===== src/rtl/dmem_arbiter_pkg.sv =====
// Shared types and constants for the data-memory arbiter: FSM encoding,
// port indices, default geometry, and the address legality helper.
package dmem_arbiter_pkg;

  typedef enum logic [1:0] {
    ST_IDLE   = 2'd0,
    ST_ACCESS = 2'd1,
    ST_ACK    = 2'd2
  } state_e;

  localparam logic PORT_CPU  = 1'b0;
  localparam logic PORT_HOST = 1'b1;

  localparam int DEF_ADDR_W = 10;
  localparam int DEF_DATA_W = 32;

  // A byte address is legal when it is word aligned and lands inside the BRAM.
  function automatic logic addr_legal(input logic [31:0] addr, input int unsigned aw);
    return (addr[1:0] == 2'b00) && ((addr >> (aw + 2)) == 32'd0);
  endfunction

endpackage


===== src/rtl/dmem_arbiter_rr_arb2.sv =====
// Two-way round-robin arbiter with per-port mask; the last-grant pointer
// only advances when the caller accepts the grant.
module rr_arb2
  import dmem_arbiter_pkg::*;
(
  input  logic       clk,
  input  logic       rst_n,
  input  logic [1:0] req_i,
  input  logic [1:0] mask_i,
  input  logic       update_i,
  output logic       gnt_valid_o,
  output logic       gnt_idx_o
);

  logic       last_q;
  logic [1:0] elig;

  assign elig = req_i & ~mask_i;

  always_comb begin
    gnt_valid_o = |elig;
    gnt_idx_o   = PORT_CPU;
    if (&elig) begin
      gnt_idx_o = ~last_q;
    end else if (elig[PORT_HOST]) begin
      gnt_idx_o = PORT_HOST;
    end
  end

  // Starting from "host served last" lets the CPU win the first tie.
  always_ff @(posedge clk or negedge rst_n) begin
    if (!rst_n) begin
      last_q <= PORT_HOST;
    end else if (update_i && gnt_valid_o) begin
      last_q <= gnt_idx_o;
    end
  end

endmodule


===== src/rtl/dmem_arbiter.sv =====
// Shares one single-port data BRAM between the CPU load/store path and the
// host loader port; each access runs IDLE -> ACCESS -> ACK (or IDLE -> ACK on error).
module dmem_arbiter
  import dmem_arbiter_pkg::*;
#(
  parameter int ADDR_W = DEF_ADDR_W,
  parameter int DATA_W = DEF_DATA_W
) (
  input  logic              clk,
  input  logic              rst,
  input  logic              cpu_req,
  input  logic              cpu_we,
  input  logic [31:0]       cpu_addr,
  input  logic [DATA_W-1:0] cpu_wdata,
  output logic              cpu_ack,
  output logic [DATA_W-1:0] cpu_rdata,
  output logic              cpu_err,
  output logic              cpu_stall,
  input  logic              host_req,
  input  logic              host_we,
  input  logic [31:0]       host_addr,
  input  logic [DATA_W-1:0] host_wdata,
  output logic              host_ack,
  output logic [DATA_W-1:0] host_rdata,
  output logic              host_err,
  input  logic              host_lock,
  output logic              mem_en,
  output logic              mem_we,
  output logic [ADDR_W-1:0] mem_addr,
  output logic [DATA_W-1:0] mem_wdata,
  input  logic [DATA_W-1:0] mem_rdata
);

  state_e              state_q, state_d;
  logic                grant_q;
  logic                we_q;
  logic                err_q;
  logic [ADDR_W-1:0]   addr_q;
  logic [DATA_W-1:0]   wdata_q;
  logic [DATA_W-1:0]   cpu_rdata_q;
  logic [DATA_W-1:0]   host_rdata_q;

  logic                gnt_valid;
  logic                gnt_idx;
  logic                arb_update;
  logic [31:0]         win_addr;
  logic                win_we;
  logic [DATA_W-1:0]   win_wdata;
  logic                win_legal;
  logic                in_ack;
  logic                load_done;

  assign arb_update = (state_q == ST_IDLE);

  rr_arb2 u_arb (
    .clk         (clk),
    .rst_n       (rst),
    .req_i       ({host_req, cpu_req}),
    .mask_i      ({1'b0, host_lock}),
    .update_i    (arb_update),
    .gnt_valid_o (gnt_valid),
    .gnt_idx_o   (gnt_idx)
  );

  assign win_addr  = (gnt_idx == PORT_HOST) ? host_addr  : cpu_addr;
  assign win_we    = (gnt_idx == PORT_HOST) ? host_we    : cpu_we;
  assign win_wdata = (gnt_idx == PORT_HOST) ? host_wdata : cpu_wdata;
  assign win_legal = addr_legal(win_addr, ADDR_W);

  always_comb begin
    state_d = state_q;
    case (state_q)
      ST_IDLE:   if (gnt_valid) state_d = win_legal ? ST_ACCESS : ST_ACK;
      ST_ACCESS: state_d = ST_ACK;
      ST_ACK:    state_d = ST_IDLE;
      default:   state_d = ST_IDLE;
    endcase
  end

  // addr_q/wdata_q double as the BRAM address/data outputs, so they only
  // move for legal accesses and otherwise hold their last values.
  always_ff @(posedge clk or negedge rst) begin
    if (!rst) begin
      state_q      <= ST_IDLE;
      grant_q      <= PORT_CPU;
      we_q         <= 1'b0;
      err_q        <= 1'b0;
      addr_q       <= '0;
      wdata_q      <= '0;
      cpu_rdata_q  <= '0;
      host_rdata_q <= '0;
    end else begin
      state_q <= state_d;
      if (state_q == ST_IDLE && gnt_valid) begin
        grant_q <= gnt_idx;
        we_q    <= win_we;
        err_q   <= ~win_legal;
        if (win_legal) begin
          addr_q  <= win_addr[ADDR_W+1:2];
          wdata_q <= win_wdata;
        end
      end
      if (load_done) begin
        if (grant_q == PORT_HOST) host_rdata_q <= mem_rdata;
        else                      cpu_rdata_q  <= mem_rdata;
      end
    end
  end

  assign in_ack    = (state_q == ST_ACK);
  assign load_done = in_ack & ~we_q & ~err_q;

  assign cpu_ack    = in_ack & (grant_q == PORT_CPU);
  assign host_ack   = in_ack & (grant_q == PORT_HOST);
  assign cpu_err    = cpu_ack & err_q;
  assign host_err   = host_ack & err_q;
  assign cpu_rdata  = (cpu_ack  & load_done) ? mem_rdata : cpu_rdata_q;
  assign host_rdata = (host_ack & load_done) ? mem_rdata : host_rdata_q;
  assign cpu_stall  = cpu_req & ~cpu_ack;

  assign mem_en    = (state_q == ST_ACCESS);
  assign mem_we    = mem_en & we_q;
  assign mem_addr  = addr_q;
  assign mem_wdata = wdata_q;

endmodule


===== config.mk =====
export PLATFORM = sky130hd
export DESIGN_NAME = dmem_arbiter
export DESIGN_NICKNAME = d
export VERILOG_FILES = /design/src/rtl/dmem_arbiter_pkg.sv /design/src/rtl/dmem_arbiter_rr_arb2.sv /design/src/rtl/dmem_arbiter.sv
export SDC_FILE = /design/constraint.sdc
export NUM_CORES = 1
export LEC_CHECK = 0
export CAP_MARGIN = 30
export CORE_MARGIN = 1.5
export CORE_UTILIZATION = 44
export DETAILED_ROUTE_END_ITERATION = 10
export PLACE_DENSITY = 0.84
export SLEW_MARGIN = 20
export SYNTH_ARGS = -nofsm -noshare
export SYNTH_HDL_FRONTEND = slang
export SYNTH_SLANG_ARGS = --single-unit
export TNS_END_PERCENT = 10

===== constraint.sdc =====
create_clock -name clk -period 3.4 [get_ports clk]
set_clock_uncertainty 0.05 [all_clocks]
set_input_delay 0.68 -clock clk [delete_from_list [all_inputs] [get_ports clk]]
set_output_delay 0.68 -clock clk [all_outputs]
set_load 0.02 [all_outputs]

Word-level counts from Yosys, hierarchy flattened --
Index checks and enable logic that the tools add are counted.
Cells by class: eq/ne operators 3, multiplexer cells 10, bitwise logic cells 18, reductions and logical operators 10
Operators with widths (count):
- two-way mux 32 bit | 4
- zero test 32 bit | 1
- bitwise AND 1 bit | 10
- AND reduction 2 bit | 4
- inverter 1 bit | 6
- zero test 2 bit | 2
- two-way mux 2 bit | 2
- one-hot mux 2 bit (2 select lines) | 1
- two-way mux 1 bit | 3
- bitwise AND 2 bit | 1
- == test 2 x 1 -> 1 bit (second input constant) | 1
- == test 2 bit (second input constant) | 1
- logical AND 1 bit | 2
- != test 2 bit (second input constant) | 1
- inverter 1 -> 2 bit | 1
- OR reduction 2 bit | 1
Storage, ports and cells: register bits after elaboration 112, input port bits 167, output and inout port bits 113, word-level logic and storage cells 50

Depth between registers and ports, before layout --
Gate-level depths: netlist of run 1.
depth after elaboration 10, gate-level depth with buffers 7, depth with buffers taken out 5

Cells and area by module --
Synthesis of run 1 repeated with hierarchy kept, for this count alone.
Unflattened totals: cell total of the unflattened synthesis 395, area total of the unflattened synthesis 5637.9 sq um
Modules (own cells, without submodules):
- dmem_arbiter | times used 1, cells an instance 386, area each 5549.1 sq um, sequential area each 2777.7 sq um
- rr_arb2 | times used 1, cells an instance 9, area each 88.8 sq um, sequential area each 26.3 sq um

Least setup slack after synthesis of run 1 --
No wires, ideal clock.
path type register to output, from register state_q[0], to output port cpu_rdata[0], arrival time 2194 ps, required time 2670 ps, setup slack 476 ps, stages on the path, launching flop included 6, path buffers 2, cells stage by stage dfrtp_1 clkbuf_1 nor3b_1 nand2_1 clkbuf_1 mux2_2
On the way: elaborated cells between the ends (all ways) 6, classes of those cells eq/ne: 1; mux: 1; bitwise: 4
RTL lines:
- start: declaration | RTL line dmem_arbiter.sv:34 | state_e state_q, state_d;
- start signal: assignment | RTL line dmem_arbiter.sv:93 | state_q <= state_d;
- == test 2 bit | RTL line dmem_arbiter.sv:110 | assign in_ack = (state_q == ST_ACK);
- bitwise AND 1 bit | RTL line dmem_arbiter.sv:113 | assign cpu_ack = in_ack & (grant_q == PORT_CPU);
- named net cpu_ack | RTL line dmem_arbiter.sv:15 | output logic cpu_ack,
- bitwise AND 1 bit | RTL line dmem_arbiter.sv:117 | assign cpu_rdata = (cpu_ack & load_done) ? mem_rdata : cpu_rdata_q;
- two-way mux 32 bit | RTL line dmem_arbiter.sv:117
- end: declaration | RTL line dmem_arbiter.sv:16 | output logic [DATA_W-1:0] cpu_rdata,
The timed path passes the listed nets, and every way through them passes these cells.

Worst setup path in the final report of run 1 --
from register state_q[0], to output port host_rdata[19]
On the way: cells in the longest elaborated chain, start to end 5, elaborated cells between the ends (all ways) 6, classes of those cells eq/ne: 1; mux: 1; bitwise: 4
RTL lines:
- == test 2 bit (*) | RTL line dmem_arbiter.sv:110
- bitwise AND 1 bit (2 in series) | RTL line dmem_arbiter.sv:111 | assign load_done = in_ack & ~we_q & ~err_q;
- bitwise AND 1 bit (*) | RTL line dmem_arbiter.sv:118 | assign host_rdata = (host_ack & load_done) ? mem_rdata : host_rdata_q;
- two-way mux 32 bit (*) | RTL line dmem_arbiter.sv:118
- end: declaration | RTL line dmem_arbiter.sv:24 | output logic [DATA_W-1:0] host_rdata,
Every way passes the cells marked *; elsewhere a longest branch is shown, timed or not.

==> results of run 1 <==
worst max-delay path, stage by stage, from the launching register on:
cell             delay [ps]
dfrtp_1                 480
and3b_1                 250
nand2_2                  80
buf_12                  290
mux2_2                  390
clkdlybuf4s50_1         570
cell type report:
type | instances | area [um^2] | share of cell area [%]
repair buffers | 288 | 2930 | 33.1
flip-flops and latches | 112 | 2800 | 31.7
clock inverters | 6 | 46.3 | 0.523
well taps | 168 | 210 | 2.38
inverters | 2 | 7.51 | 0.0848
clock buffers | 10 | 229 | 2.59
multi-input cells | 295 | 2620 | 29.6
cells by family after synthesis:
family,count (synthesis)
flops,112
compound gates,93
buf+inv,37
simple gates,30
mux,172
per-layer routing:
metal | part of all wire, % | wire length, um | vias to the layer above | GRT usage [%]
met5 | 0 | 0 | - | 0
met4 | 2.4 | 373 | 0 | 9.38
met3 | 6.6 | 1020 | 28 | 5.06
met2 | 50 | 7750 | 205 | 40.6
met1 | 40 | 6220 | 2183 | 28.2
li1 | - | - | 2199 | -
cell usage in the layout (no fill, tap or decap), types with 2 or more instances in the layout:
cell type	Yosys	layout
a21oi_1	43	43
a31oi_1	42	42
and2_1	3	3
buf_12	0	6
buf_4	1	4
clkbuf_16	0	9
clkdlybuf4s50_1	0	278
clkinv_4	0	3
clkinvlp_4	0	2
dfrtp_1	111	111
inv_1	2	2
mux2_2	128	128
mux2i_1	44	44
nand2_2	0	3
nand4_1	3	3
nor2_1	4	3
nor2b_1	3	3
nor4_1	9	9
o21ai_0	2	2
o21bai_1	2	2
o31ai_1	2	2
state kept, by name (all words and copies together) (netlist names):
| register | flops |
|---|---|
| grant_q | 1 |
| host_rdata_q | 32 |
| state_q | 2 |
| u_arb.last_q | 1 |
| we_q | 1 |
| err_q | 1 |
| mem_wdata | 32 |
| mem_addr | 10 |
| cpu_rdata_q | 32 |
worst max path at each step:
stage                       from        endpoint  slack, ps
global placement    cpu_addr[16]    mem_wdata[0]        490
finish                state_q[0]  host_rdata[19]        210
CTS                   state_q[0]  host_rdata[19]        190
global route          state_q[0]  host_rdata[19]         80
detailed placement  cpu_addr[16]   mem_wdata[25]        420
floorplan             state_q[0]    cpu_rdata[0]        480
where the power goes:
part           internal [uW]  total (uW)  switching (uW)
Sequential              1380        1400            23.6
Combinational            357         607             250
Clock                    500         970             470
Total                   2240        2980             743
stage by stage:
| step | utilization, % | total power, uW | setup WS [ps] | std cells |
|---|---|---|---|---|
| final | 72.8 | 2980 | 212 | 881 |
| after global routing | 72.8 | 3100 | 84.9 | 881 |
| after CTS | 72.8 | 3010 | 194 | 881 |
| after detailed placement | 70.5 | 2040 | 417 | 865 |
| after global placement | 70.5 | 2020 | 487 | 865 |
| after floorplan | - | 1660 | 476 | 444 |
==> flow_metrics.env, run 1 <==
export IMPL_setup_viol=0
export IMPL_fin_area_um2=8850
export IMPL_synth_area_leaders="dfrtp_1 (50%), mux2_2 (26%), mux2i_1 (7.9%), a31oi_1 (4.7%), a21oi_1 (3.9%)"
export IMPL_holdBufCountCts=0
export IMPL_vias_per_cell=5.24
export IMPL_required_ps=2670
export IMPL_io_buffers=279
export IMPL_grt_pass1_wl_um=23900
export IMPL_drt_initial_drc_count=189
export IMPL_h_tree_depth=3
export IMPL_hold_class="in -> async"
export IMPL_syn_nets=611
export IMPL_syn2layout_area_growth_pct=59.3
export IMPL_yosys_warnings=0
export IMPL_critPathArrivalTime_ps=2460
export IMPL_clkTransAtPathRegs_ps=70
export IMPL_dieArea_um2=13300
export IMPL_num_antenna_cells=0
export IMPL_critPathMaxFanout=64
export IMPL_n_fill_cell=858
export IMPL_p_leak_uw=0.00370
export IMPL_status="finished, final reports clean"
export IMPL_synthXorXnorAreaFrac_pct=0
export IMPL_root_buffer="clkbuf_16"
export IMPL_gp_congestion=0.836
export IMPL_synth_cell_types=25
export IMPL_grt_ovfl_total=0
export IMPL_grt_use_total_pct=23.3
export IMPL_yosys_area_share_simple_pct=3.13
export IMPL_firstDrtPassIters=6
export IMPL_grt_max_degree=88
export IMPL_period_needed_ps=3190
export IMPL_first_global_vias=4803
export IMPL_setup_tns_final_ps=0
export IMPL_avgSynthCellArea_um2=12.5
export IMPL_end_kind="output port"
export IMPL_cts_sinks=112
export IMPL_num_vias=4615
export IMPL_clockBufferDepth=2
export IMPL_synth_edf_count=0
export IMPL_cts_repair_resized=0
export IMPL_ant_nets=0
export IMPL_antenna_found_initial=0
export IMPL_syn_area_um2=5550
export IMPL_start_util_pct=45.7
export IMPL_worst_pin_slew_ps=556
export IMPL_ys_flop_type="dfrtp_1"
export IMPL_drive_above_1_share_pct=22.3
export IMPL_cts_buffers=9
export IMPL_fmax_ghz=0.314
export IMPL_slew_violations=0
export IMPL_rsz0062_at_grt="false"
export IMPL_async_flop_share_pct=100
export IMPL_regToRegEndpoint="mem_wdata[25]"
export IMPL_worst_setup_path_type="reg -> out"
export IMPL_totalWireLength_um=15400
export IMPL_synth_mux_area_fraction_pct=33.9
export IMPL_synth_fa_ha_area_share_pct=0
export IMPL_die_h_um=115
export IMPL_row_count=40
export IMPL_ioPinCount=280
export IMPL_core_um2=12200
export IMPL_peakVddDrop_uv=217
export IMPL_cts_tree="done"
export IMPL_startpoint_type="flip-flop"
export IMPL_timing_hold_violations_final=0
export IMPL_die_w_um=115
export IMPL_synth_top_area_share_pct=50.0
export IMPL_syn_inst=444
export IMPL_r2r_start="u_arb.last_q"
export IMPL_insertion_delay_ps=340
export IMPL_synth_top_area_cell="dfrtp_1"
export IMPL_slew_headroom_pct=62.9
export IMPL_place_area_um2=8570
export IMPL_synth_seq_cells=112
export IMPL_synth_compound_area_share_pct=9.75
export IMPL_synth_top_family_by_area="multiplexers"
export IMPL_synth_most_common_cell="mux2_2"
export IMPL_cellPowerDensity_nw_per_um2=337
export IMPL_route_detailed_drc=0
export IMPL_post_route_period_util_pct=93.8
export IMPL_hpwl_um=11800
export IMPL_drv_cap=0
export IMPL_post_drt_wl_per_cell_um=17.4
export IMPL_synth_common_cells="mux2_2 (128), dfrtp_1 (111), mux2i_1 (44)"
export IMPL_seq_area_frac_synth_pct=50.5
export IMPL_rr_worst_depth=6
export IMPL_hold_slack_ps=278
export IMPL_post_cts_buffers=0
export IMPL_fin_nets=875
export IMPL_reg2reg_setup_slack_ps=1280
(Power assumes the default switching activity.)
==> run 2: changes to the inputs <==
- PLACE_DENSITY: 0.84 -> default
- PLACE_DENSITY_LB_ADDON: default -> 0.25
==> run 2 against run 1 <==
  * Sequential share of layout area about the same
  * Design area about the same
  * Sequential power about the same
  * Clock power decreased by 0.5%
  * Combinational power about the same
  * First-iteration DRC count increased by 24%
  * Critical endpoint is now host_rdata[6]
  * Largest power group unchanged
==> flow_metrics.env, run 2 (synthesis gave the netlist of run 1 again) <==
export IMPL_status="finished, final reports clean"
export IMPL_clkTransAtPathRegs_ps=70
export IMPL_critPathArrivalTime_ps=2470
export IMPL_startpoint_type="flip-flop"
export IMPL_grt_max_degree=88
export IMPL_period_needed_ps=3200
export IMPL_grt_use_total_pct=23.4
export IMPL_die_w_um=115
export IMPL_worst_setup_path_type="reg -> out"
export IMPL_firstDrtPassIters=4
export IMPL_post_cts_buffers=0
export IMPL_insertion_delay_ps=330
export IMPL_cts_repair_resized=0
export IMPL_cts_sinks=112
export IMPL_io_buffers=279
export IMPL_totalWireLength_um=15300
export IMPL_die_h_um=115
export IMPL_post_drt_wl_per_cell_um=17.3
export IMPL_hold_class="in -> async"
export IMPL_place_area_um2=8580
export IMPL_holdBufCountCts=0
export IMPL_cts_tree="done"
export IMPL_first_global_vias=4820
export IMPL_setup_tns_final_ps=0
export IMPL_required_ps=2670
export IMPL_fmax_ghz=0.313
export IMPL_peakVddDrop_uv=197
export IMPL_slew_headroom_pct=59.0
export IMPL_core_um2=12200
export IMPL_end_kind="output port"
export IMPL_dp_slack_ps=364
export IMPL_final_common_cell="clkdlybuf4s50_1"
export IMPL_clockBufferDepth=2
export IMPL_dieArea_um2=13300
export IMPL_setup_viol=0
export IMPL_rsz0062_at_grt="false"
export IMPL_start_util_pct=45.7
export IMPL_dp_cells=868
export IMPL_route_detailed_drc=0
export IMPL_syn2layout_area_growth_pct=59.5
export IMPL_p_leak_uw=0.00370
export IMPL_num_vias=4632
export IMPL_grt_pass1_wl_um=24100
export IMPL_critPathMaxFanout=64
export IMPL_layout_setup_ws_ps=205
export IMPL_num_antenna_cells=0
export IMPL_row_count=40
export IMPL_post_route_period_util_pct=94.0
export IMPL_root_buffer="clkbuf_16"
export IMPL_drive_above_1_share_pct=22.5
export IMPL_hpwl_um=11700
export IMPL_vias_per_cell=5.25
export IMPL_cts_buffers=9
export IMPL_drt_initial_drc_count=234
export IMPL_timing_hold_violations_final=0
export IMPL_slew_violations=0
export IMPL_instances_no_fill=883
export IMPL_worst_pin_slew_ps=615
export IMPL_gp_congestion=0.888
export IMPL_grt_ovfl_total=0
export IMPL_drv_cap=0
export IMPL_antenna_found_initial=0
export IMPL_power_total_uw=2980
export IMPL_fin_area_um2=8860
export IMPL_h_tree_depth=3
export IMPL_ant_nets=0
export IMPL_fin_nets=878
export IMPL_final_cell_mix="clkdlybuf4s50_1 (278), mux2_2 (128), dfrtp_1 (111)"
export IMPL_cellPowerDensity_nw_per_um2=336
export IMPL_ioPinCount=280
==> run 2: changes by cell type in the layout (fill, tap and decap cells not counted) <==
cell | before | now
clkinvlp_4 | 2 | 3
buf_12 | 6 | 5
buf_4 | 4 | 8
clkinv_4 | 3 | 1
clkbuf_8 | 0 | 1
clkinv_2 | 1 | 0
==> run 2: final cells by class <==
type	count	area (um^2)
clock inverters	4	31.3
clock buffers	11	243
multi-input cells	295	2620
fillers	866	3300
repair buffers	291	2940
well taps	168	210
flip-flops and latches	112	2800
inverters	2	7.51
==> run 2: critical path: stages (launching register included) <==
cell and delay, ps:
dfrtp_1 490, and3b_1 260, nand2_2 90, buf_12 280, mux2_2 400, clkdlybuf4s50_1 550
==> run 2: where the power goes <==
group | total, uW | switching [uW] | internal (uW)
Sequential | 1400 | 22.8 | 1380
Combinational | 608 | 251 | 357
Clock | 965 | 451 | 515
==> run 2: path summary, 6_finish.rpt <==
| check | startpoint | endpoint | slack, ps | cells past startpoint |
|---|---|---|---|---|
| max | state_q[0] | host_rdata[6] | 200 | 5 |
| min | rst | cpu_rdata_q[27] | 310 | 1 |
| max reg2reg | u_arb.last_q | mem_wdata[20] | 1210 | 6 |
| min reg2reg | host_rdata_q[9] | host_rdata_q[9] | 450 | 1 |
| max in group asynchronous | rst | cpu_rdata_q[4] | 2240 | 2 |
| min in group clk | host_rdata_q[9] | host_rdata_q[9] | 450 | 1 |
==> run 2: stage by stage <==
step                hold slack [ps]  util (%)
CTS                             320      72.8
global route                    351      72.8
global placement                431      70.6
finish                          305      72.8
detailed placement              437      70.6
floorplan                       334         -
==> run 2: routing by layer <==
layer  wire (um)  GRT usage [%]  vias to the layer above
li1            -              -                     2195
met1        6150           28.3                     2232
met2        7680           40.2                      183
met3        1130           5.75                       22
met4         349           9.22                        0
met5           0              0                        -
==> run 3: changes to the inputs <==
- CORE_MARGIN: 1.5 -> default
==> run 3 against run 2 <==
  * Core utilization rose by 0.39 points
  * Critical endpoint is now host_rdata[3]
  * Hold slack got worse by 1.0 ps
  * Final cell count did not move
==> flow_metrics.env, run 3 (synthesis gave the netlist of run 1 again) <==
export IMPL_status="finished, final reports clean"
export IMPL_final_common_cell="clkdlybuf4s50_1"
export IMPL_p_int_uw=2420
export IMPL_fmax_ghz=0.314
export IMPL_clockBufferDepth=2
export IMPL_cts_buffers=9
export IMPL_crit_buf_inv=2
export IMPL_cp_top_family="buffers and inverters"
export IMPL_met2_usage_pct=39.7
export IMPL_peakVddDrop_uv=318
export IMPL_final_cell_mix="clkdlybuf4s50_1 (278), mux2_2 (128), dfrtp_1 (111)"
export IMPL_drt_initial_drc_count=202
export IMPL_slew_violations=0
export IMPL_row_count=40
export IMPL_totalWireLength_um=15000
export IMPL_route_detailed_drc=0
export IMPL_syn2layout_area_growth_pct=60.4
export IMPL_grt_use_total_pct=23.4
export IMPL_p_leak_uw=0.00373
export IMPL_dieArea_um2=13100
export IMPL_critPathMaxFanout=64
export IMPL_grt_pass1_wl_um=23700
export IMPL_gr_max_usage_layer="met2"
export IMPL_combPwrFrac_pct=19.3
export IMPL_num_vias=4539
export IMPL_end_kind="output port"
export IMPL_gp_congestion=0.877
export IMPL_slew_headroom_pct=56.8
export IMPL_worst_setup_path_type="reg -> out"
export IMPL_use_met1_pct=28.9
export IMPL_firstDrtPassIters=4
export IMPL_p_clk_share_pct=36.0
export IMPL_switchingPower_uw=722
export IMPL_vias_per_cell=5.14
export IMPL_p_sw_share_pct=23.0
export IMPL_ant_nets=0
export IMPL_root_buffer="clkbuf_16"
export IMPL_h_tree_depth=3
export IMPL_insertion_delay_ps=330
export IMPL_timing_hold_violations_final=0
export IMPL_hpwl_um=11300
export IMPL_place_area_um2=8580
export IMPL_core_um2=12200
export IMPL_cellPowerDensity_nw_per_um2=353
export IMPL_cts_sinks=112
export IMPL_drv_cap=0
export IMPL_period_needed_ps=3180
export IMPL_die_h_um=114
export IMPL_holdBufCountCts=0
export IMPL_antenna_found_initial=0
export IMPL_ioPinCount=280
export IMPL_die_w_um=114
export IMPL_rsz0062_at_grt="false"
export IMPL_post_route_period_util_pct=93.5
export IMPL_start_util_pct=45.7
export IMPL_post_cts_buffers=0
export IMPL_pwr_share_seq_pct=44.7
export IMPL_cts_repair_resized=0
export IMPL_cpPeakStageDelay_ps=570
export IMPL_setup_tns_final_ps=0
export IMPL_io_buffers=279
export IMPL_critPathArrivalTime_ps=2450
export IMPL_first_global_vias=4657
export IMPL_fin_area_um2=8910
export IMPL_required_ps=2670
export IMPL_startpoint_type="flip-flop"
export IMPL_worst_pin_slew_ps=648
export IMPL_setup_viol=0
export IMPL_grt_ovfl_total=0
export IMPL_num_antenna_cells=0
export IMPL_grt_use_met3_pct=6.51
export IMPL_cp_cell_sequence="and3b_1 -> nand2_2 -> buf_12 -> mux2_2 -> clkdlybuf4s50_1"
export IMPL_drive_above_1_share_pct=22.5
export IMPL_crit_slowest_cell="clkdlybuf4s50_1"
export IMPL_hold_class="in -> async"
export IMPL_clkTransAtPathRegs_ps=70
export IMPL_n_fill_cell=872
export IMPL_post_drt_wl_per_cell_um=16.9
export IMPL_cts_tree="done"
export IMPL_grt_max_degree=88
export IMPL_fin_nets=878
==> run 3: cell count changes in the layout (fill, tap and decap cells not counted), sizes merged <==
cell | before | now
clkinvlp | 3 | 0
bufinv | 0 | 2
clkbuf | 11 | 12
==> run 3: through the flow <==
step | utilization (%) | setup WS, ps | power [uW] | hold WS (ps) | cells
2_1_floorplan | - | 476 | 1660 | 334 | 444
3_3_place_gp | 70.6 | 446 | 2020 | 431 | 868
3_5_place_dp | 70.6 | 334 | 2040 | 438 | 868
4_1_cts | 73.2 | 211 | 3170 | 327 | 883
5_1_grt | 73.2 | 113 | 3270 | 366 | 883
6_report | 73.2 | 220 | 3140 | 304 | 883
==> run 3: power groups by stage <==
stage | Sequential [uW] | Combinational (uW) | Clock [uW]
after CTS | 1400 | 614 | 1160
final | 1400 | 608 | 1130
after global placement | 1420 | 600 | 0
after detailed placement | 1430 | 612 | 0
after global routing | 1410 | 650 | 1210
after floorplan | 1420 | 240 | 0
==> run 3: worst reg2reg max path: stages, from the launching register on <==
cell	delay, ps
dfstp_2	540
nand3b_1	140
a2111o_1	480
o22ai_4	180
buf_12	330
a21oi_1	190
a31oi_1	160
==> run 3: path summary, 6_finish.rpt <==
kind / startpoint / to / slack, ps / depth (start not counted)
max reg2reg: u_arb.last_q / mem_wdata[19] / 1270 / 6
min: rst / host_rdata_q[25] / 300 / 1
min in group clk: host_rdata_q[1] / host_rdata_q[1] / 450 / 1
min reg2reg: host_rdata_q[1] / host_rdata_q[1] / 450 / 1
max: state_q[0] / host_rdata[3] / 220 / 5
max in group asynchronous: rst / host_rdata_q[12] / 2210 / 2
==> run 3: final cells by class <==
cell class                      instances  area, um^2  area share, %
Clock buffer                           12         256           2.88
Multi-Input combinational cell        295        2620           29.4
Tap cell                              168         210           2.36
Timing Repair Buffer                  291        2940           33.0
Sequential cell                       112        2800           31.5
Inverter                                2        7.51         0.0843
Clock inverter                          3        65.1          0.731
==> run 3: routing by layer <==
metal / up-vias / routed length, um
li1: 2196 / -
met4: 0 / 343
met3: 24 / 1040
met1: 2148 / 6120
met2: 171 / 7450
met5: - / 0
